--- src/rtl/cv32e40p_x_result_wb.sv ---
// -----------------------------------------------------------------------------
// cv32e40p_x_result_wb
//
// Result-side companion of the X-interface dispatcher. Coprocessor results
// arrive on the CORE-V-XIF result channel, are buffered in a small in-order
// FIFO and drained into the shared register-file write port whenever the
// core's own writeback is idle. Every retired result also pulses a
// scoreboard release so the dispatcher can clear the busy bit of rd.
//
// Ports:
//   clk_i, rst_ni        clock, asynchronous active-low reset
//   x_result_*           XIF result channel (valid/ready handshake + payload)
//   core_wb_busy_i       core pipeline owns the RF write port this cycle
//   rf_we_o/waddr/wdata  RF write port request (muxed outside)
//   sb_clr_valid_o/rd_o  scoreboard busy-bit release pulse
//   last_id_o            id of the most recently retired result
//   pending_o            number of results buffered but not yet written
// -----------------------------------------------------------------------------
module cv32e40p_x_result_wb #(
  parameter int unsigned DEPTH    = 2,
  parameter int unsigned ID_WIDTH = 4
) (
  input  logic                       clk_i,
  input  logic                       rst_ni,
  input  logic                       x_result_valid_i,
  output logic                       x_result_ready_o,
  input  logic [ID_WIDTH-1:0]        x_result_id_i,
  input  logic [31:0]                x_result_data_i,
  input  logic [4:0]                 x_result_rd_i,
  input  logic                       x_result_we_i,
  input  logic                       core_wb_busy_i,
  output logic                       rf_we_o,
  output logic [4:0]                 rf_waddr_o,
  output logic [31:0]                rf_wdata_o,
  output logic                       sb_clr_valid_o,
  output logic [4:0]                 sb_clr_rd_o,
  output logic [ID_WIDTH-1:0]        last_id_o,
  output logic [$clog2(DEPTH):0]     pending_o
);

  localparam int unsigned PTR_W = $clog2(DEPTH);
  localparam int unsigned CNT_W = PTR_W + 1;

  typedef struct packed {
    logic [ID_WIDTH-1:0] id;
    logic                we;
    logic [4:0]          rd;
    logic [31:0]         data;
  } entry_t;

  entry_t [DEPTH-1:0]  mem_q,     mem_d;
  logic   [PTR_W-1:0]  wr_ptr_q,  wr_ptr_d;
  logic   [PTR_W-1:0]  rd_ptr_q,  rd_ptr_d;
  logic   [CNT_W-1:0]  count_q,   count_d;
  logic [ID_WIDTH-1:0] last_id_q, last_id_d;

  logic   accept, empty, pop, bypass, push, retire;
  entry_t in_entry, ret_entry;

  // Ready depends only on the fill level, so a full FIFO that pops this cycle
  // still refuses input; this keeps core_wb_busy_i off the ready path.
  assign x_result_ready_o = (count_q != CNT_W'(DEPTH));
  assign empty            = (count_q == '0);
  assign accept           = x_result_valid_i & x_result_ready_o;

  assign in_entry = '{id: x_result_id_i, we: x_result_we_i,
                      rd: x_result_rd_i, data: x_result_data_i};

  // Bypass only from an empty FIFO, which keeps retirement strictly in order.
  always_comb begin
    pop       = ~core_wb_busy_i & ~empty;
    bypass    = ~core_wb_busy_i & empty & accept;
    push      = accept & ~bypass;
    retire    = pop | bypass;
    ret_entry = pop ? mem_q[rd_ptr_q] : in_entry;
  end

  // Retire outputs; address/data are zeroed when idle. Writes to x0 are
  // suppressed but still release the scoreboard bit.
  always_comb begin
    rf_we_o        = 1'b0;
    rf_waddr_o     = '0;
    rf_wdata_o     = '0;
    sb_clr_valid_o = 1'b0;
    sb_clr_rd_o    = '0;
    if (retire) begin
      rf_we_o        = ret_entry.we & (ret_entry.rd != 5'd0);
      rf_waddr_o     = ret_entry.rd;
      rf_wdata_o     = ret_entry.data;
      sb_clr_valid_o = ret_entry.we;
      sb_clr_rd_o    = ret_entry.rd;
    end
  end

  // Next-state for storage, pointers, fill count and last retired id.
  // Pointers are exactly log2(DEPTH) bits wide and wrap on their own.
  always_comb begin
    mem_d     = mem_q;
    wr_ptr_d  = wr_ptr_q;
    rd_ptr_d  = rd_ptr_q;
    count_d   = count_q;
    last_id_d = last_id_q;
    if (push) begin
      mem_d[wr_ptr_q] = in_entry;
      wr_ptr_d        = wr_ptr_q + PTR_W'(1);
    end
    if (pop) begin
      rd_ptr_d = rd_ptr_q + PTR_W'(1);
    end
    count_d = count_q + CNT_W'(push) - CNT_W'(pop);
    if (retire) begin
      last_id_d = ret_entry.id;
    end
  end

  always_ff @(posedge clk_i or negedge rst_ni) begin
    if (!rst_ni) begin
      mem_q     <= '0;
      wr_ptr_q  <= '0;
      rd_ptr_q  <= '0;
      count_q   <= '0;
      last_id_q <= '0;
    end else begin
      mem_q     <= mem_d;
      wr_ptr_q  <= wr_ptr_d;
      rd_ptr_q  <= rd_ptr_d;
      count_q   <= count_d;
      last_id_q <= last_id_d;
    end
  end

  assign last_id_o = last_id_q;
  assign pending_o = count_q;

endmodule

--- config.mk ---
export PLATFORM = sky130hd
export DESIGN_NAME = cv32e40p_x_result_wb
export DESIGN_NICKNAME = d
export VERILOG_FILES = /design/src/rtl/cv32e40p_x_result_wb.sv
export SDC_FILE = /design/constraint.sdc
export NUM_CORES = 1
export LEC_CHECK = 0
export ABC_AREA = 0
export BUFFER_PORTS_ARGS = -buffer_cell sky130_fd_sc_hd__buf_2
export CAP_MARGIN = 20
export CORE_ASPECT_RATIO = 1.5
export CORE_UTILIZATION = 40
export CTS_CLUSTER_DIAMETER = 50
export DETAILED_ROUTE_END_ITERATION = 10
export HOLD_SLACK_MARGIN = 0.12
export PLACE_DENSITY = 0.7
export SYNTH_ARGS = -nofsm -noshare
export SYNTH_HDL_FRONTEND = slang
export SYNTH_SLANG_ARGS = --single-unit
export TNS_END_PERCENT = 20
--- constraint.sdc ---
create_clock -name clk_i -period 4.3 [get_ports clk_i]
set_clock_uncertainty 0.05 [all_clocks]
set_input_delay 0 -clock clk_i [delete_from_list [all_inputs] [get_ports clk_i]]
set_output_delay 0 -clock clk_i [all_outputs]
set_load 0.03 [all_outputs]
; Word level (Yosys, flattened, before mapping)
; Index checks and enable logic that the tools add are counted.
[word_totals]
ff_bits = 92
inputBits = 46
out_inout_bits = 51
wordCells = 43
[classes]
add_sub_neg = 4
n_lt_le_gt_ge = 3
eq_ne = 1
n_mux = 10
n_bitwise = 10
reduce_logical = 3
[ops]
columns = operator, count
row1 = 42-bit 2-to-1 mux, 4
row2 = 84-bit bitwise mux, 1
row3 = 42-bit demux with 1-bit select, 1
row4 = 32-bit 2-to-1 mux, 1
row5 = 1-bit AND, 6
row6 = 5-bit 2-to-1 mux, 1
row7 = 5-bit nonzero test, 1
row8 = 1-bit by 2-bit less-than comparator with 1-bit output (second input constant), 2
row9 = 1-bit NOT, 3
row10 = 1-bit adder (second input constant), 2
row11 = 2-bit by 1-bit adder with 2-bit output, 1
row12 = 2-bit logical NOT, 1
row13 = 1-bit 2-to-1 mux, 2
row14 = 2-bit inequality test (second input constant), 1
row15 = 2-bit by 1-bit subtractor with 2-bit output, 1
row16 = 1-bit greater-or-equal comparator (second input constant), 1
row17 = 1-bit logical AND, 1
row18 = 1-bit bitwise OR, 1

; Logic depth before layout (Yosys ltp)
[logic_depth]
word_depth = 7
depth_mapped = 7
mapped_depth_nobuf = 7

; Least setup slack after synthesis
; No wires, ideal clock.
[synth_path]
kind = register to output
startpoint = reg count_q[1], in the netlist pending_o[1]
endpoint = out sb_clr_rd_o[1]
arrival_time_ns = 2.021
required_time_ns = 4.250
setup_slack_ns = 2.229
stages_incl_launch_ff = 6
path_buffers = 2
path_cell_list = dfrtp_1 > o21bai_2 > clkbuf_1 > a21oi_1 > nor2_1 > buf_4
[synth_via]
elab_chain_len = 5
word_cells_on_any_way = 10
classes_between = 1 x eq/ne / 2 x mux / 6 x bitwise / 1 x reduce/logical
[synth_rtl]
columns = element, line
row1 = start: declaration, 54  ; logic [CNT_W-1:0] count_q, count_d;
row2 = start signal: assignment, 127  ; count_q <= count_d;
row3 = 2-bit inequality test / 2-bit logical NOT (equally long branches), "62, 63"
row4 = "1-bit AND, or another cell as far along", 64  ; assign accept = x_result_valid_i & x_result_ready_o;
row5 = 1-bit AND (on tied branches), "72, 71"
row6 = 1-bit bitwise OR / 42-bit 2-to-1 mux (equally long branches), "74, 75"
row7 = 5-bit 2-to-1 mux (*), --
row8 = end: declaration, 36  ; output logic [4:0] sb_clr_rd_o,
; Every way passes the cells marked *; elsewhere a longest branch is shown, timed or not.

; Worst setup path after layout
[layout_path]
startpoint = reg count_q[1], in the netlist pending_o[1]
endpoint = out rf_we_o
[layout_via]
elab_chain_len = 7
word_cells_on_any_way = 12
classes_between = 1 x eq/ne / 2 x mux / 7 x bitwise / 2 x reduce/logical
[layout_rtl]
columns = element, line
row1 = 2-bit logical NOT, 63  ; assign empty = (count_q == '0);
row2 = 1-bit NOT, 71  ; pop = ~core_wb_busy_i & ~empty;
row3 = 1-bit AND, 71
row4 = 42-bit 2-to-1 mux, 75  ; ret_entry = pop ? mem_q[rd_ptr_q] : in_entry;
row5 = 5-bit nonzero test, 87  ; rf_we_o = ret_entry.we & (ret_entry.rd != 5'd0);
row6 = 1-bit AND, 87
row7 = 1-bit 2-to-1 mux (*), 86  ; if (retire) begin
row8 = end: declaration, 32  ; output logic rf_we_o,
; Marked as above.

==> results.toml <==
[place]
gp_congestion = 0.843
dp_hpwl_mm = 6.81
io_buffers = 96

[layout]
final_util_pct = 51.9
finalNetCount = 540
antenna_cells = 0
area_delta_synth_final_pct = 27.0
layout-drive-gt1-share_pct = 41.6

[critical_path]
path_class = "reg -> out"
cp-endpoint = "rf_we_o"
arrival_ns = 2.50
r2r-end = "mem_q[31]$_DFFE_PN0P_"
reg2reg_depth = 5
r2r_slack_ns = 1.79
r2r_start = "pending_o[1]$_DFF_PN0_"
critPathCaptureType = "output pin"
startpoint = "pending_o[1]$_DFF_PN0_"
cp-start-kind = "flip-flop"
cp.required_ns = 4.25
path_max_fanout = 80

[yosys]
synth.avg_cell_area_um2 = 12.7
synth_seq_area_share_pct = 49.1
syn_nets = 416
synth.most_common_cell = "dfrtp_1"
ys_top_cells_by_area = "dfrtp_1 (49%), mux2_4 (12%), mux2_2 (11%)"
synth_flop_cell = "dfrtp_1"
synthesis.area_mm2 = 0.00468
ys_ff_latch = 92
yosys.area.top_type_share_pct = 49.1
synthArstFlopShare_pct = 100
synth_cell_type_count = 33
postSynthCellCount = 368
yosys-top-cells-count = "dfrtp_1 (92), mux2_2 (44), mux2i_1 (43)"
ys_warn_count = 0
synth-edff-count = 0
synth_top_cell_by_area = "dfrtp_1"

[global_routing]
grt_max_degree = 81
grt_pass1_vias = 3352
grtUsageTotal_pct = 17.8
antenna_found_initial = 0
grt_pass1_wl_mm = 16.9
overflow = 0

[floorplanning]
dieArea_mm2 = 0.0122
initial_core_util_pct = 40.8
die_w_um = 90.4
coreArea_mm2 = 0.0115
ios = 97
row_count = 48
die_y_um = 135

[pwr]
leakagePower_uw = 0.00289
vdd_drop_max_uv = 304
p_per_area_mw_per_mm2 = 769

[timing]
worstMarginPinSlew_ns = 0.980
clock.fmax_ghz = 0.392
relSlewSlack_pct = 34.7
rsz0062_at_grt = "false"
fin_crit_ns = 2.55
slew_viol_final = 0
tns_ns = 0
min_period_over_period_pct = 59.3
setup_viol = 0
finalHoldViolations = 0

[clocking]
clockRootBuffer = "clkbuf_16"
htreeDepth = 3
clock_path_buffers = 2
clk_pin_slew_ns = 0.07
cts_tree = "built"
cts_buffers = 9
clk_latency_ns = 0.35
cts_resized = 0
clkSinkCount = 92

[run_status]
status = "finished clean"

[routing]
drc_errors = 0
vias = 3280
drt_iter0_drc = 165
firstDrtPassIters = 4
vias_per_cell = 5.07
drtAntennaViolNets = 0
post_drt_wl_per_cell_um = 16.1
wl_mm = 10.4

[flow_run]
max-cap-violations = 0

[worst_hold_path]
hp-class = "in -> async"
cell families after synthesis:
logic type,count (synthesis),share of synthesized area (%)
flops,92,49.1
simple gates,59,6.28
fa+ha+maj,2,0.534
buf+inv,38,5.48
mux,125,31.9
compound gates,49,6.06
xor+xnor,3,0.561
sequential cells by signal, indices dropped and copies added, names as in the netlist:
name       count
last_id_o      4
mem_q         84
pending_o      2
rd_ptr_q       1
wr_ptr_q       1
area by class of cell:
class | count | area (µm²)
Clock buffer | 9 | 225
Fill cell | 976 | 5520
Multi-Input combinational cell | 238 | 2150
Sequential cell | 92 | 2300
Inverter | 6 | 22.5
Clock inverter | 7 | 100
Timing Repair Buffer | 145 | 961
Tap cell | 150 | 188
layer usage:
layer	vias to the layer above	GRT usage, %	part of all wire, %	routed length [µm]
met5	-	0	0	0
met4	0	9.23	2.6	274
met3	16	2.59	2.5	265
met2	61	32.0	52	5460
met1	1638	20.6	42	4400
li1	1565	-	-	-
how the worst min path moves through the flow:
stage	end	slack, ns	startpoint	cells past startpoint
after global placement	mem_q[68]$_DFFE_PN0P_	-0.03	rst_ni	1
final	mem_q[68]$_DFFE_PN0P_	0.14	rst_ni	2
after detailed placement	mem_q[68]$_DFFE_PN0P_	-0.005	rst_ni	1
after global routing	last_id_o[0]$_DFFE_PN0P_	0.18	core_wb_busy_i	4
after CTS	last_id_o[0]$_DFFE_PN0P_	0.15	core_wb_busy_i	4
after floorplan	last_id_o[0]$_DFFE_PN0P_	-0.35	rst_ni	0
per-stage QoR:
stage | instance area [µm²] | hold slack [ns] | power (µW) | cells | setup WS, ns
after floorplan | 4680 | -0.346 | 3260 | 368 | 2.23
after global placement | 5180 | -0.0261 | 3640 | 587 | 1.86
after detailed placement | 5180 | -0.00491 | 3720 | 587 | 1.77
after CTS | 5950 | 0.150 | 4620 | 647 | 1.73
after global routing | 5950 | 0.182 | 4830 | 647 | 1.62
final | 5950 | 0.144 | 4580 | 647 | 1.75
placed cells by master (no fill, tap or decap), drive strengths merged:
master,count
clkinv,4
o21bai,1
a221oi,2
mux2,82
or2,2
o21a,1
nor2,9
clkbuf,9
a21oi,4
nand3,35
nor2b,3
o21ai,36
nand2b,2
mux2i,43
dfrtp,92
buf,101
nor3,3
nand2,5
a211oi,1
a41oi,1
ha,2
dlygate4sd3,44
inv,7
xnor2,3
o211ai,3
bufinv,2
critical path, stage by stage, from the launching register on:
cell,delay [ns]
dfrtp_1,0.50
o21bai_4,0.17
buf_4,0.59
mux2i_1,0.30
a211oi_1,0.09
a41oi_1,0.24
buf_2,0.22
power breakdown:
part	switching, µW	internal [µW]	total (µW)	leakage [µW]
logic	1060	1010	2060	0.00164
registers	340	1310	1650	0.00109
clock network	347	513	860	0.000160
total	1740	2830	4580	0.00289
repair_timing:
item | in CTS | in global routing
hold endpoints to repair | 133 | 0
buffers inserted | 0 | 0
hold buffers | 44 | 0
Power figures use the tool's default switching activity.
